==> config.mk <==
export PLATFORM = sky130hd
export DESIGN_NAME = menu_cursor_ctrl
export DESIGN_NICKNAME = d
export VERILOG_FILES = /design/src/rtl/menu_cursor_ctrl_pkg.sv /design/src/rtl/menu_cursor_ctrl_button_debounce.sv /design/src/rtl/menu_cursor_ctrl.sv
export SDC_FILE = /design/constraint.sdc
export NUM_CORES = 1
export LEC_CHECK = 0
export CELL_PAD_IN_SITES_DETAIL_PLACEMENT = 0
export CELL_PAD_IN_SITES_GLOBAL_PLACEMENT = 2
export CORE_ASPECT_RATIO = 0.9
export CORE_MARGIN = 3
export CORE_UTILIZATION = 42
export CTS_CLUSTER_DIAMETER = 120
export DETAILED_ROUTE_END_ITERATION = 7
export GPL_TIMING_DRIVEN = 0
export HOLD_SLACK_MARGIN = 0.03
export PLACE_DENSITY = 0.83
export REMOVE_ABC_BUFFERS = 1
export SETUP_SLACK_MARGIN = 0.5
export SLEW_MARGIN = 20
export SYNTH_ARGS = -nofsm -noshare
export SYNTH_HDL_FRONTEND = slang
export SYNTH_SLANG_ARGS = --single-unit
==> constraint.sdc <==
create_clock -name CLK_VGA -period 3.1 [get_ports CLK_VGA]
set_clock_uncertainty 0.1 [all_clocks]
set_input_delay 0.31 -clock CLK_VGA [delete_from_list [all_inputs] [get_ports CLK_VGA]]
set_output_delay 0.31 -clock CLK_VGA [all_outputs]
set_load 0.02 [all_outputs]
==> src/rtl/menu_cursor_ctrl_pkg.sv <==
// Shared types and constants for the settings menu: FSM states, decoded button
// actions, button/item indices and power-up settings.
package menu_cursor_ctrl_pkg;

  typedef enum logic {
    ST_CLOSED = 1'b0,
    ST_OPEN   = 1'b1
  } menu_state_t;

  typedef enum logic [2:0] {
    ACT_NONE = 3'd0,
    ACT_C    = 3'd1,
    ACT_U    = 3'd2,
    ACT_D    = 3'd3,
    ACT_R    = 3'd4,
    ACT_L    = 3'd5
  } menu_action_t;

  localparam int N_BUTTONS = 5;

  // Index order doubles as arbitration order: lower index wins.
  localparam int BTN_C_IDX = 0;
  localparam int BTN_U_IDX = 1;
  localparam int BTN_D_IDX = 2;
  localparam int BTN_R_IDX = 3;
  localparam int BTN_L_IDX = 4;

  localparam logic [1:0] ITEM_AXIS   = 2'd0;
  localparam logic [1:0] ITEM_GRID   = 2'd1;
  localparam logic [1:0] ITEM_TICK   = 2'd2;
  localparam logic [1:0] ITEM_COLOUR = 2'd3;

  localparam logic       DEF_AXIS_ON      = 1'b1;
  localparam logic       DEF_GRID_ON      = 1'b1;
  localparam logic       DEF_TICK_ON      = 1'b1;
  localparam logic [1:0] DEF_COLOR_SCHEME = 2'd0;
  localparam logic [1:0] DEF_CURSOR       = 2'd0;

  // Palette select steps with natural mod-4 wrap in both directions.
  function automatic logic [1:0] colour_step(input logic [1:0] scheme, input logic up);
    return up ? (scheme + 2'd1) : (scheme - 2'd1);
  endfunction

endpackage

==> src/rtl/menu_cursor_ctrl_button_debounce.sv <==
// Push-button conditioner: 2-flop synchroniser, stability counter and a
// registered one-cycle pulse on each accepted press (release is silent).
module button_debounce #(
  parameter int DEBOUNCE_CYCLES = 1_000_000
) (
  input  logic clk,
  input  logic rst_n,
  input  logic btn_raw,
  output logic press
);

  localparam int CW = (DEBOUNCE_CYCLES > 1) ? $clog2(DEBOUNCE_CYCLES) : 1;
  localparam logic [CW-1:0] CNT_LAST = CW'(DEBOUNCE_CYCLES - 1);

  logic          sync1_reg;
  logic          sync2_reg;
  logic          stable_reg;
  logic          press_reg;
  logic [CW-1:0] cnt_reg;

  always_ff @(posedge clk or negedge rst_n) begin
    if (!rst_n) begin
      sync1_reg  <= 1'b0;
      sync2_reg  <= 1'b0;
      stable_reg <= 1'b0;
      press_reg  <= 1'b0;
      cnt_reg    <= '0;
    end else begin
      sync1_reg <= btn_raw;
      sync2_reg <= sync1_reg;
      press_reg <= 1'b0;
      if (sync2_reg == stable_reg) begin
        cnt_reg <= '0;
      end else if (cnt_reg == CNT_LAST) begin
        // Level held long enough: accept it and flag only rising acceptances.
        stable_reg <= sync2_reg;
        press_reg  <= sync2_reg;
        cnt_reg    <= '0;
      end else begin
        cnt_reg <= cnt_reg + CW'(1);
      end
    end
  end

  assign press = press_reg;

endmodule

==> src/rtl/menu_cursor_ctrl.sv <==
// Settings menu controller: debounced buttons drive an open/closed menu FSM,
// the display settings and cursor, and registered per-pixel menu conditions.
module menu_cursor_ctrl
  import menu_cursor_ctrl_pkg::*;
#(
  parameter int DEBOUNCE_CYCLES = 1_000_000,
  parameter int MENU_X0         = 40,
  parameter int MENU_Y0         = 40,
  parameter int ITEM_W          = 240,
  parameter int ITEM_H          = 32,
  parameter int N_ITEMS         = 4,
  parameter int BORDER          = 2
) (
  input  logic        CLK_VGA,
  input  logic        RESET_N,
  input  logic        BTN_C,
  input  logic        BTN_U,
  input  logic        BTN_D,
  input  logic        BTN_L,
  input  logic        BTN_R,
  input  logic [11:0] VGA_HORZ_COORD,
  input  logic [11:0] VGA_VERT_COORD,
  output logic        Axis_On,
  output logic        Grid_On,
  output logic        Tick_On,
  output logic [1:0]  Color_Scheme,
  output logic        Menu_Open,
  output logic [1:0]  Cursor_Index,
  output logic        Condition_For_Menu_Box,
  output logic        Condition_For_Menu_Border,
  output logic        Condition_For_Cursor_Menu
);

  // Box geometry, all fixed at elaboration and well inside 12 bits.
  localparam logic [11:0] BOX_X0 = 12'(MENU_X0);
  localparam logic [11:0] BOX_X1 = 12'(MENU_X0 + ITEM_W);
  localparam logic [11:0] BOX_Y0 = 12'(MENU_Y0);
  localparam logic [11:0] BOX_Y1 = 12'(MENU_Y0 + N_ITEMS * ITEM_H);
  localparam logic [11:0] IN_X0  = 12'(MENU_X0 + BORDER);
  localparam logic [11:0] IN_X1  = 12'(MENU_X0 + ITEM_W - BORDER);
  localparam logic [11:0] IN_Y0  = 12'(MENU_Y0 + BORDER);
  localparam logic [11:0] IN_Y1  = 12'(MENU_Y0 + N_ITEMS * ITEM_H - BORDER);
  localparam logic [11:0] ROW_H  = 12'(ITEM_H);
  localparam logic [11:0] INSET  = 12'(BORDER);

  logic [N_BUTTONS-1:0] btn_raw;
  logic [N_BUTTONS-1:0] press;
  menu_action_t         action;

  menu_state_t state_reg;
  menu_state_t state_next;
  logic        menu_open;
  logic        edit_en;

  logic       axis_reg;
  logic       grid_reg;
  logic       tick_reg;
  logic [1:0] scheme_reg;
  logic [1:0] cursor_reg;

  logic        box_reg;
  logic        border_reg;
  logic        highlight_reg;
  logic        in_box;
  logic        in_inner;
  logic        on_border;
  logic        in_highlight;
  logic [11:0] row_top;
  logic [11:0] row_lo;
  logic [11:0] row_hi;

  assign btn_raw = {BTN_L, BTN_R, BTN_D, BTN_U, BTN_C};

  generate
    for (genvar gi = 0; gi < N_BUTTONS; gi++) begin : g_btn
      button_debounce #(
        .DEBOUNCE_CYCLES(DEBOUNCE_CYCLES)
      ) u_debounce (
        .clk    (CLK_VGA),
        .rst_n  (RESET_N),
        .btn_raw(btn_raw[gi]),
        .press  (press[gi])
      );
    end
  endgenerate

  // Only the highest-priority pulse survives; the others are dropped.
  always_comb begin
    action = ACT_NONE;
    if (press[BTN_C_IDX])      action = ACT_C;
    else if (press[BTN_U_IDX]) action = ACT_U;
    else if (press[BTN_D_IDX]) action = ACT_D;
    else if (press[BTN_R_IDX]) action = ACT_R;
    else if (press[BTN_L_IDX]) action = ACT_L;
  end

  always_ff @(posedge CLK_VGA or negedge RESET_N) begin
    if (!RESET_N) begin
      state_reg <= ST_CLOSED;
    end else begin
      state_reg <= state_next;
    end
  end

  always_comb begin
    state_next = state_reg;
    case (state_reg)
      ST_CLOSED: if (action == ACT_C) state_next = ST_OPEN;
      ST_OPEN:   if (action == ACT_C) state_next = ST_CLOSED;
      default:   state_next = ST_CLOSED;
    endcase
  end

  always_comb begin
    menu_open = 1'b0;
    edit_en   = 1'b0;
    if (state_reg == ST_OPEN) begin
      menu_open = 1'b1;
      edit_en   = (action != ACT_C);
    end
  end

  always_ff @(posedge CLK_VGA or negedge RESET_N) begin
    if (!RESET_N) begin
      axis_reg   <= DEF_AXIS_ON;
      grid_reg   <= DEF_GRID_ON;
      tick_reg   <= DEF_TICK_ON;
      scheme_reg <= DEF_COLOR_SCHEME;
      cursor_reg <= DEF_CURSOR;
    end else if (edit_en) begin
      case (action)
        ACT_U: cursor_reg <= cursor_reg - 2'd1;
        ACT_D: cursor_reg <= cursor_reg + 2'd1;
        ACT_R, ACT_L: begin
          case (cursor_reg)
            ITEM_AXIS:   axis_reg   <= ~axis_reg;
            ITEM_GRID:   grid_reg   <= ~grid_reg;
            ITEM_TICK:   tick_reg   <= ~tick_reg;
            ITEM_COLOUR: scheme_reg <= colour_step(scheme_reg, action == ACT_R);
            default:     scheme_reg <= scheme_reg;
          endcase
        end
        default: ;
      endcase
    end
  end

  // Selected row spans [row_top, row_top+ITEM_H); highlight is inset on all sides.
  always_comb begin
    row_top = BOX_Y0 + (12'(cursor_reg) * ROW_H);
    row_lo  = row_top + INSET;
    row_hi  = row_top + ROW_H - INSET;
    in_box  = (VGA_HORZ_COORD >= BOX_X0) && (VGA_HORZ_COORD < BOX_X1) &&
              (VGA_VERT_COORD >= BOX_Y0) && (VGA_VERT_COORD < BOX_Y1);
    in_inner = (VGA_HORZ_COORD >= IN_X0) && (VGA_HORZ_COORD < IN_X1) &&
               (VGA_VERT_COORD >= IN_Y0) && (VGA_VERT_COORD < IN_Y1);
    on_border    = in_box && !in_inner;
    in_highlight = (VGA_VERT_COORD >= row_lo) && (VGA_VERT_COORD < row_hi) &&
                   (VGA_HORZ_COORD >= IN_X0) && (VGA_HORZ_COORD < IN_X1) &&
                   !on_border;
  end

  always_ff @(posedge CLK_VGA or negedge RESET_N) begin
    if (!RESET_N) begin
      box_reg       <= 1'b0;
      border_reg    <= 1'b0;
      highlight_reg <= 1'b0;
    end else begin
      box_reg       <= menu_open && in_box;
      border_reg    <= menu_open && on_border;
      highlight_reg <= menu_open && in_highlight;
    end
  end

  assign Axis_On                   = axis_reg;
  assign Grid_On                   = grid_reg;
  assign Tick_On                   = tick_reg;
  assign Color_Scheme              = scheme_reg;
  assign Menu_Open                 = menu_open;
  assign Cursor_Index              = cursor_reg;
  assign Condition_For_Menu_Box    = box_reg;
  assign Condition_For_Menu_Border = border_reg;
  assign Condition_For_Cursor_Menu = highlight_reg;

endmodule

==> impl_metrics.env, run 1 <==
export IMPL_ys_types=48
export IMPL_syn_inst=609
export IMPL_cp_data_arrival_time_ns=2.36
export IMPL_synth_top_cells_by_count="dfrtp_1, nor2_1, xor2_1"
export IMPL_period_needed_ns=2.20
export IMPL_grt_pass1_wl_um=20900
export IMPL_cts_root_buf="clkbuf_16"
export IMPL_num_rows=42
export IMPL_core_um2=14800
export IMPL_ant_nets=0
export IMPL_synth_top_area_share=0.502
export IMPL_drcViolationCount=0
export IMPL_hold_buffers=1
export IMPL_synthSimpleGateAreaFrac=0.256
export IMPL_path_clk_slew_ns=0.06
export IMPL_syn_area_per_cell_um2=10.5
export IMPL_ys_ff_latch=131
export IMPL_cp_slowest_cell="or2_1"
export IMPL_drv_slew=0
export IMPL_p_leak_uw=0.00328
export IMPL_synth_ff_type="dfrtp_1"
export IMPL_worst_path_buf_inv=0
export IMPL_critPathKind="reg2reg"
export IMPL_fin_area_um2=7600
export IMPL_routed_wl_um=12000
export IMPL_rsz0062_at_grt="no"
export IMPL_synthMuxAreaShare=0.00941
export IMPL_antenna_found_initial=0
export IMPL_power_density_nw_per_um2=524
export IMPL_start_util=0.432
export IMPL_io_buffer_count=39
export IMPL_cp_max_fo=19
export IMPL_track_usage=0.156
export IMPL_cpLargestDelayFamily="simple AND/OR/NAND/NOR gates"
export IMPL_worstPathRequired_ns=3.27
export IMPL_grt_max_degree=82
export IMPL_synth_top_area_cell="dfrtp_1"
export IMPL_drv_cap=0
export IMPL_hpwlAfterDp_um=8120
export IMPL_start_kind="flop"
export IMPL_syn_area_um2=6380
export IMPL_vias=4394
export IMPL_post_dp_cell_area_um2=6980
export IMPL_ys_warnings_count=0
export IMPL_synth_top_family_by_area="simple AND/OR/NAND/NOR gates"
export IMPL_die_w_um=136
export IMPL_crit_chain="ha_1 > nand2_1 > nor2_1 > and3_1 > or2_1 > nor2_1"
export IMPL_synth_compound_area_share=0.0251
export IMPL_postCtsResizedCells=0
export IMPL_worstSetupEndpointType="flop"
export IMPL_synth_adder_area_share=0.0314
export IMPL_outcome="finished clean"
export IMPL_synth_edff_count=0
export IMPL_postCtsSetupBuffers=0
export IMPL_vias_per_cell=5.04
export IMPL_clock_sinks=131
export IMPL_setup_violations=0
export IMPL_synth_xor_area_share=0.144
export IMPL_cts_tree="yes"
export IMPL_drt_pass1_iterations=4
export IMPL_min_path_type="in2reg"
export IMPL_synth_area_top_cells="dfrtp_1, xor2_1, nor2_1"
export IMPL_setup_ws_ns=0.905
export IMPL_design_die_area_um2=16700
export IMPL_relSlewSlack=0.464
export IMPL_boundaryPins=42
export IMPL_pre_cts_ws_ns=0.893
export IMPL_clock_path_buffers=2
export IMPL_period_share=0.708
export IMPL_clk_latency_ns=0.41
export IMPL_yosysMostFrequentCell="dfrtp_1"
export IMPL_tightestPinTransition_ns=0.793
export IMPL_nets=708
export IMPL_crit_top_cell="nor2_1"
export IMPL_diodes=0
export IMPL_syn_to_final_growth_pct=19.2
export IMPL_critPathMaxStageDelay_ns=0.54
export IMPL_routedWlPerCell_um=13.8
export IMPL_gp_congestion=0.776
export IMPL_cts_max_level=4
export IMPL_async_flop_share=1.00
export IMPL_cts_buffers=17
export IMPL_ys_seq_area_frac=0.514
export IMPL_grt_overflow=0
export IMPL_max_freq_ghz=0.456
export IMPL_hold_viol_final=0
export IMPL_drive_gt1_frac=0.0861
export IMPL_nFillCells=1325
export IMPL_die_y_um=123
export IMPL_ir_worst_vdd_v=0.000339
export IMPL_initialDrtViolationCount=256
export IMPL_grt_pass1_vias=4427
export IMPL_largest_reg_flops=100
-- worst register-to-register path, stage by stage (launching register included) --
cell and delay [ns]:
dfrtp_1 0.41, ha_1 0.24, nand2_1 0.10, nor2_1 0.30, and3_1 0.24, or2_1 0.54, nor2_1 0.13
-- cell type report --
cell class,count,area (µm²),area share
Multi-Input combinational cell,457,2970,0.391
Timing Repair Buffer,41,433,0.0569
Clock buffer,18,439,0.0577
Clock inverter,14,180,0.0237
Tap cell,198,248,0.0326
Sequential cell,131,3280,0.432
Inverter,13,48.8,0.00642
-- worst paths after layout --
kind	start	end	slack, ns	cells past startpoint
max in group asynchronous	RESET_N	Tick_On$_DFFE_PN1P_	1.83	3
min	BTN_L	g_btn[4].u_debounce.sync1_reg$_DFF_PN0_	0.24	1
min in group asynchronous	RESET_N	g_btn[1].u_debounce.cnt_reg[15]$_DFF_PN0_	0.30	2
min reg2reg	g_btn[4].u_debounce.sync1_reg$_DFF_PN0_	g_btn[4].u_debounce.sync2_reg$_DFF_PN0_	0.25	0
max	g_btn[4].u_debounce.cnt_reg[0]$_DFF_PN0_	g_btn[4].u_debounce.cnt_reg[19]$_DFF_PN0_	0.90	6
max reg2reg	g_btn[4].u_debounce.cnt_reg[0]$_DFF_PN0_	g_btn[4].u_debounce.cnt_reg[19]$_DFF_PN0_	0.90	6
-- power breakdown --
part | internal [µW] | switching, µW
clock network | 1290 | 776
registers | 1730 | 21.9
logic | 66.7 | 90.0
-- routing by layer --
layer | part of all wire | wire, µm | vias up | global-route usage
met5 | 0 | 0 | - | 0
met2 | 0.44 | 5340 | 56 | 0.242
li1 | - | - | 2191 | -
met4 | 0.0081 | 98 | 0 | 0.0491
met3 | 0.035 | 419 | 5 | 0.0419
met1 | 0.51 | 6180 | 2142 | 0.215
-- placed cells by master (no fill, tap or decap), types with 5 or more instances in the layout --
master	synthesis	routed
ha_1	16	16
nand2_1	36	36
clkbuf_16	0	17
nor3_1	8	8
nand4_1	23	23
o21ai_0	6	6
clkinvlp_4	0	5
clkdlybuf4s50_1	0	38
xor2_1	63	63
nand3_1	43	43
nor3b_1	5	5
nor2_1	118	118
xnor2_1	42	42
dfrtp_1	128	128
nor4b_1	6	6
and3_1	18	18
and4_1	15	15
inv_1	13	13
nor4_1	7	7
-- logic make-up (layout without fill, tap and decap cells) --
group | count (synthesis) | after routing
fa+ha+maj | 16 | 16
compound gates | 23 | 23
xor+xnor | 105 | 105
simple gates | 308 | 308
flops | 131 | 131
buf+inv | 21 | 86
mux | 5 | 5
-- through the flow --
step                cells  total power [µW]  setup TNS, ns  utilization  hold WS, ns
CTS                   872              4050              0        0.515        0.215
global placement      838              1940        -467.48        0.470        0.235
global route          872              4130              0        0.515        0.221
detailed placement    839              1940              0        0.472        0.150
finish                872              3980              0        0.515        0.235
floorplan             601              1840              0            -      -0.0856
(Power assumes the default switching activity.)
==> run 2: changes to the inputs <==
Settings changed: CORE_UTILIZATION 42 to 35, PLACE_DENSITY 0.83 to 0.73.
Clock period 3.1 ns to 1.9 ns, I/O delays scaled along.
==> run 2 against run 1 <==
Against the previous run:
- highest routed layer unchanged
- sequential power grew 63%
- worst hold slack lost 0.12 ns
- combinational power grew 140%
- maximum frequency grew 20%
- worst setup slack lost 0.83 ns
- die area grew 19%
- final area grew 22%
- non-clock buffer count grew 79
- sequential share of layout area shrank 7.5 points
- register-to-register slack lost 0.83 ns
- final cell count grew 15%
- largest power group unchanged
==> impl_metrics.env, run 2 (synthesized netlist as in run 1, its figures left out) <==
export IMPL_cts_buffers=17
export IMPL_core_um2=17700
export IMPL_post_dp_cell_area_um2=7030
export IMPL_setup_violations=0
export IMPL_critPathMaxStageDelay_ns=0.43
export IMPL_hold_viol_final=0
export IMPL_p_comb_frac=0.057
export IMPL_p_leak_uw=0.00399
export IMPL_start_util=0.360
export IMPL_relSlewSlack=0.617
export IMPL_syn_to_final_growth_pct=44.9
export IMPL_fin_area_um2=9240
export IMPL_routedWlPerCell_um=14.6
export IMPL_boundaryPins=42
export IMPL_num_rows=46
export IMPL_drv_cap=0
export IMPL_fin_cells=1005
export IMPL_nets=799
export IMPL_clock_path_buffers=2
export IMPL_cts_tree="yes"
export IMPL_hpwlAfterDp_um=8360
export IMPL_cts_root_buf="clkbuf_16"
export IMPL_worstPathRequired_ns=2.10
export IMPL_cp_data_arrival_time_ns=2.02
export IMPL_seqPwrFrac=0.426
export IMPL_final_cell_mix="dfrtp_1, nor2_1, xor2_1"
export IMPL_grt_pass1_vias=4876
export IMPL_ant_nets=0
export IMPL_period_needed_ns=1.82
export IMPL_hold_slack_ns=0.113
export IMPL_crit_chain="ha_4 > and4_4 > nand2_2 > or3_4 > mux2_4"
export IMPL_vias_per_cell=4.88
export IMPL_path_clk_slew_ns=0.06
export IMPL_diodes=0
export IMPL_switching_share=0.220
export IMPL_final_common_cell="dfrtp_1"
export IMPL_worst_path_buf_inv=0
export IMPL_met3_length_um=585
export IMPL_drcViolationCount=0
export IMPL_clock_sinks=131
export IMPL_gp_congestion=0.781
export IMPL_power_internal_uw=5250
export IMPL_design_die_area_um2=19900
export IMPL_power_switching_uw=1480
export IMPL_grt_max_degree=68
export IMPL_drv_slew=0
export IMPL_min_path_type="in2reg"
export IMPL_top_layer="met4"
export IMPL_initialDrtViolationCount=235
export IMPL_clkPwrFrac=0.518
export IMPL_outcome="finished clean"
export IMPL_period_share=0.959
export IMPL_worstSetupEndpointType="flop"
export IMPL_largest_reg_flops=100
export IMPL_grt_pass1_wl_um=24300
export IMPL_ir_worst_vdd_v=0.000550
export IMPL_cts_max_level=4
export IMPL_pre_cts_ws_ns=-0.335
export IMPL_antenna_found_initial=0
export IMPL_start_kind="flop"
export IMPL_setup_ws_ns=0.0777
export IMPL_track_usage=0.150
export IMPL_vias=4900
export IMPL_routed_wl_um=14700
export IMPL_critPathKind="reg2reg"
export IMPL_nFillCells=1591
export IMPL_drive_gt1_frac=0.369
export IMPL_rsz0062_at_grt="yes"
export IMPL_io_buffer_count=39
export IMPL_max_freq_ghz=0.549
export IMPL_cp_slowest_cell="or3_4"
export IMPL_clk_latency_ns=0.41
export IMPL_placedCellCount=881
export IMPL_grt_overflow=0
export IMPL_tightestPinTransition_ns=0.574
export IMPL_die_w_um=148
export IMPL_wl_met2_um=6840
export IMPL_drt_pass1_iterations=4
export IMPL_cpLargestDelayFamily="simple AND/OR/NAND/NOR gates"
export IMPL_cp_max_fo=4
export IMPL_m1WireLength_um=7120
export IMPL_power_density_nw_per_um2=729
export IMPL_die_y_um=134
[run 2: cell types whose count changed in the layout (fill, tap and decap cells not counted), moves of 11 or more]
cell | previous run | this run
nor2_2 | 0 | 43
nor2_1 | 118 | 64
buf_4 | 0 | 56
or2_4 | 0 | 12
clkdlybuf4s50_1 | 38 | 23
nor2_4 | 0 | 11
buf_6 | 0 | 22
[run 2: what timing repair did]
| action | CTS | global route |
|---|---|---|
| hold buffers | 1 | 0 |
| pin swaps | 99 | 67 |
| resized for setup | 168 | 93 |
| endpoints found under the setup margin | 125 | 120 |
| endpoints found under the hold margin | 64 | 0 |
| gates cloned | 12 | 0 |
| setup buffers | 57 | 22 |
[run 2: final cells by class]
class,instances,area [µm²],share of cell area
clock inverter,14,200,0.0217
sequential,131,3290,0.356
clock buffer,18,439,0.0475
tap,240,300,0.0325
inverter,13,51.3,0.00555
timing repair buffer,120,1150,0.125
multi-input combinational,469,3810,0.412
[run 2: worst paths after layout]
path | startpoint | to | slack (ns) | cells past startpoint
setup reg to reg | g_btn[2].u_debounce.cnt_reg[1]$_DFF_PN0_ | g_btn[2].u_debounce.stable_reg$_DFFE_PN0P_ | 0.08 | 5
min in group asynchronous | RESET_N | g_btn[1].u_debounce.cnt_reg[19]$_DFF_PN0_ | 0.21 | 2
setup / recovery | g_btn[2].u_debounce.cnt_reg[1]$_DFF_PN0_ | g_btn[2].u_debounce.stable_reg$_DFFE_PN0P_ | 0.08 | 5
hold reg to reg | g_btn[4].u_debounce.sync1_reg$_DFF_PN0_ | g_btn[4].u_debounce.sync2_reg$_DFF_PN0_ | 0.25 | 0
max in group asynchronous | RESET_N | Axis_On$_DFFE_PN1P_ | 0.73 | 3
hold / removal | BTN_U | g_btn[1].u_debounce.sync1_reg$_DFF_PN0_ | 0.11 | 1
[run 2: metrics by stage]
| step | power (µW) | util | setup TNS (ns) |
|---|---|---|---|
| final | 6730 | 0.521 | 0 |
| after global routing | 7000 | 0.521 | 0 |
| after CTS | 6790 | 0.493 | 0 |
| after detailed placement | 3180 | 0.396 | -18.31 |
| after global placement | 3170 | 0.395 | -645.93 |
| after floorplan | 3010 | - | -0.157 |
[run 2: layer usage]
metal | global-route usage | vias up
met1 | 0.206 | 2409
met5 | 0 | -
met4 | 0.0400 | 0
li1 | - | 2406
met3 | 0.0416 | 9
met2 | 0.236 | 76
[run 2: power groups by stage]
stage | clock (µW) | combinational, µW | sequential [µW]
after floorplan | 0 | 99.8 | 2910
after global placement | 0 | 251 | 2910
after detailed placement | 0 | 263 | 2910
after CTS | 3580 | 346 | 2860
after global routing | 3700 | 425 | 2870
final | 3490 | 382 | 2870
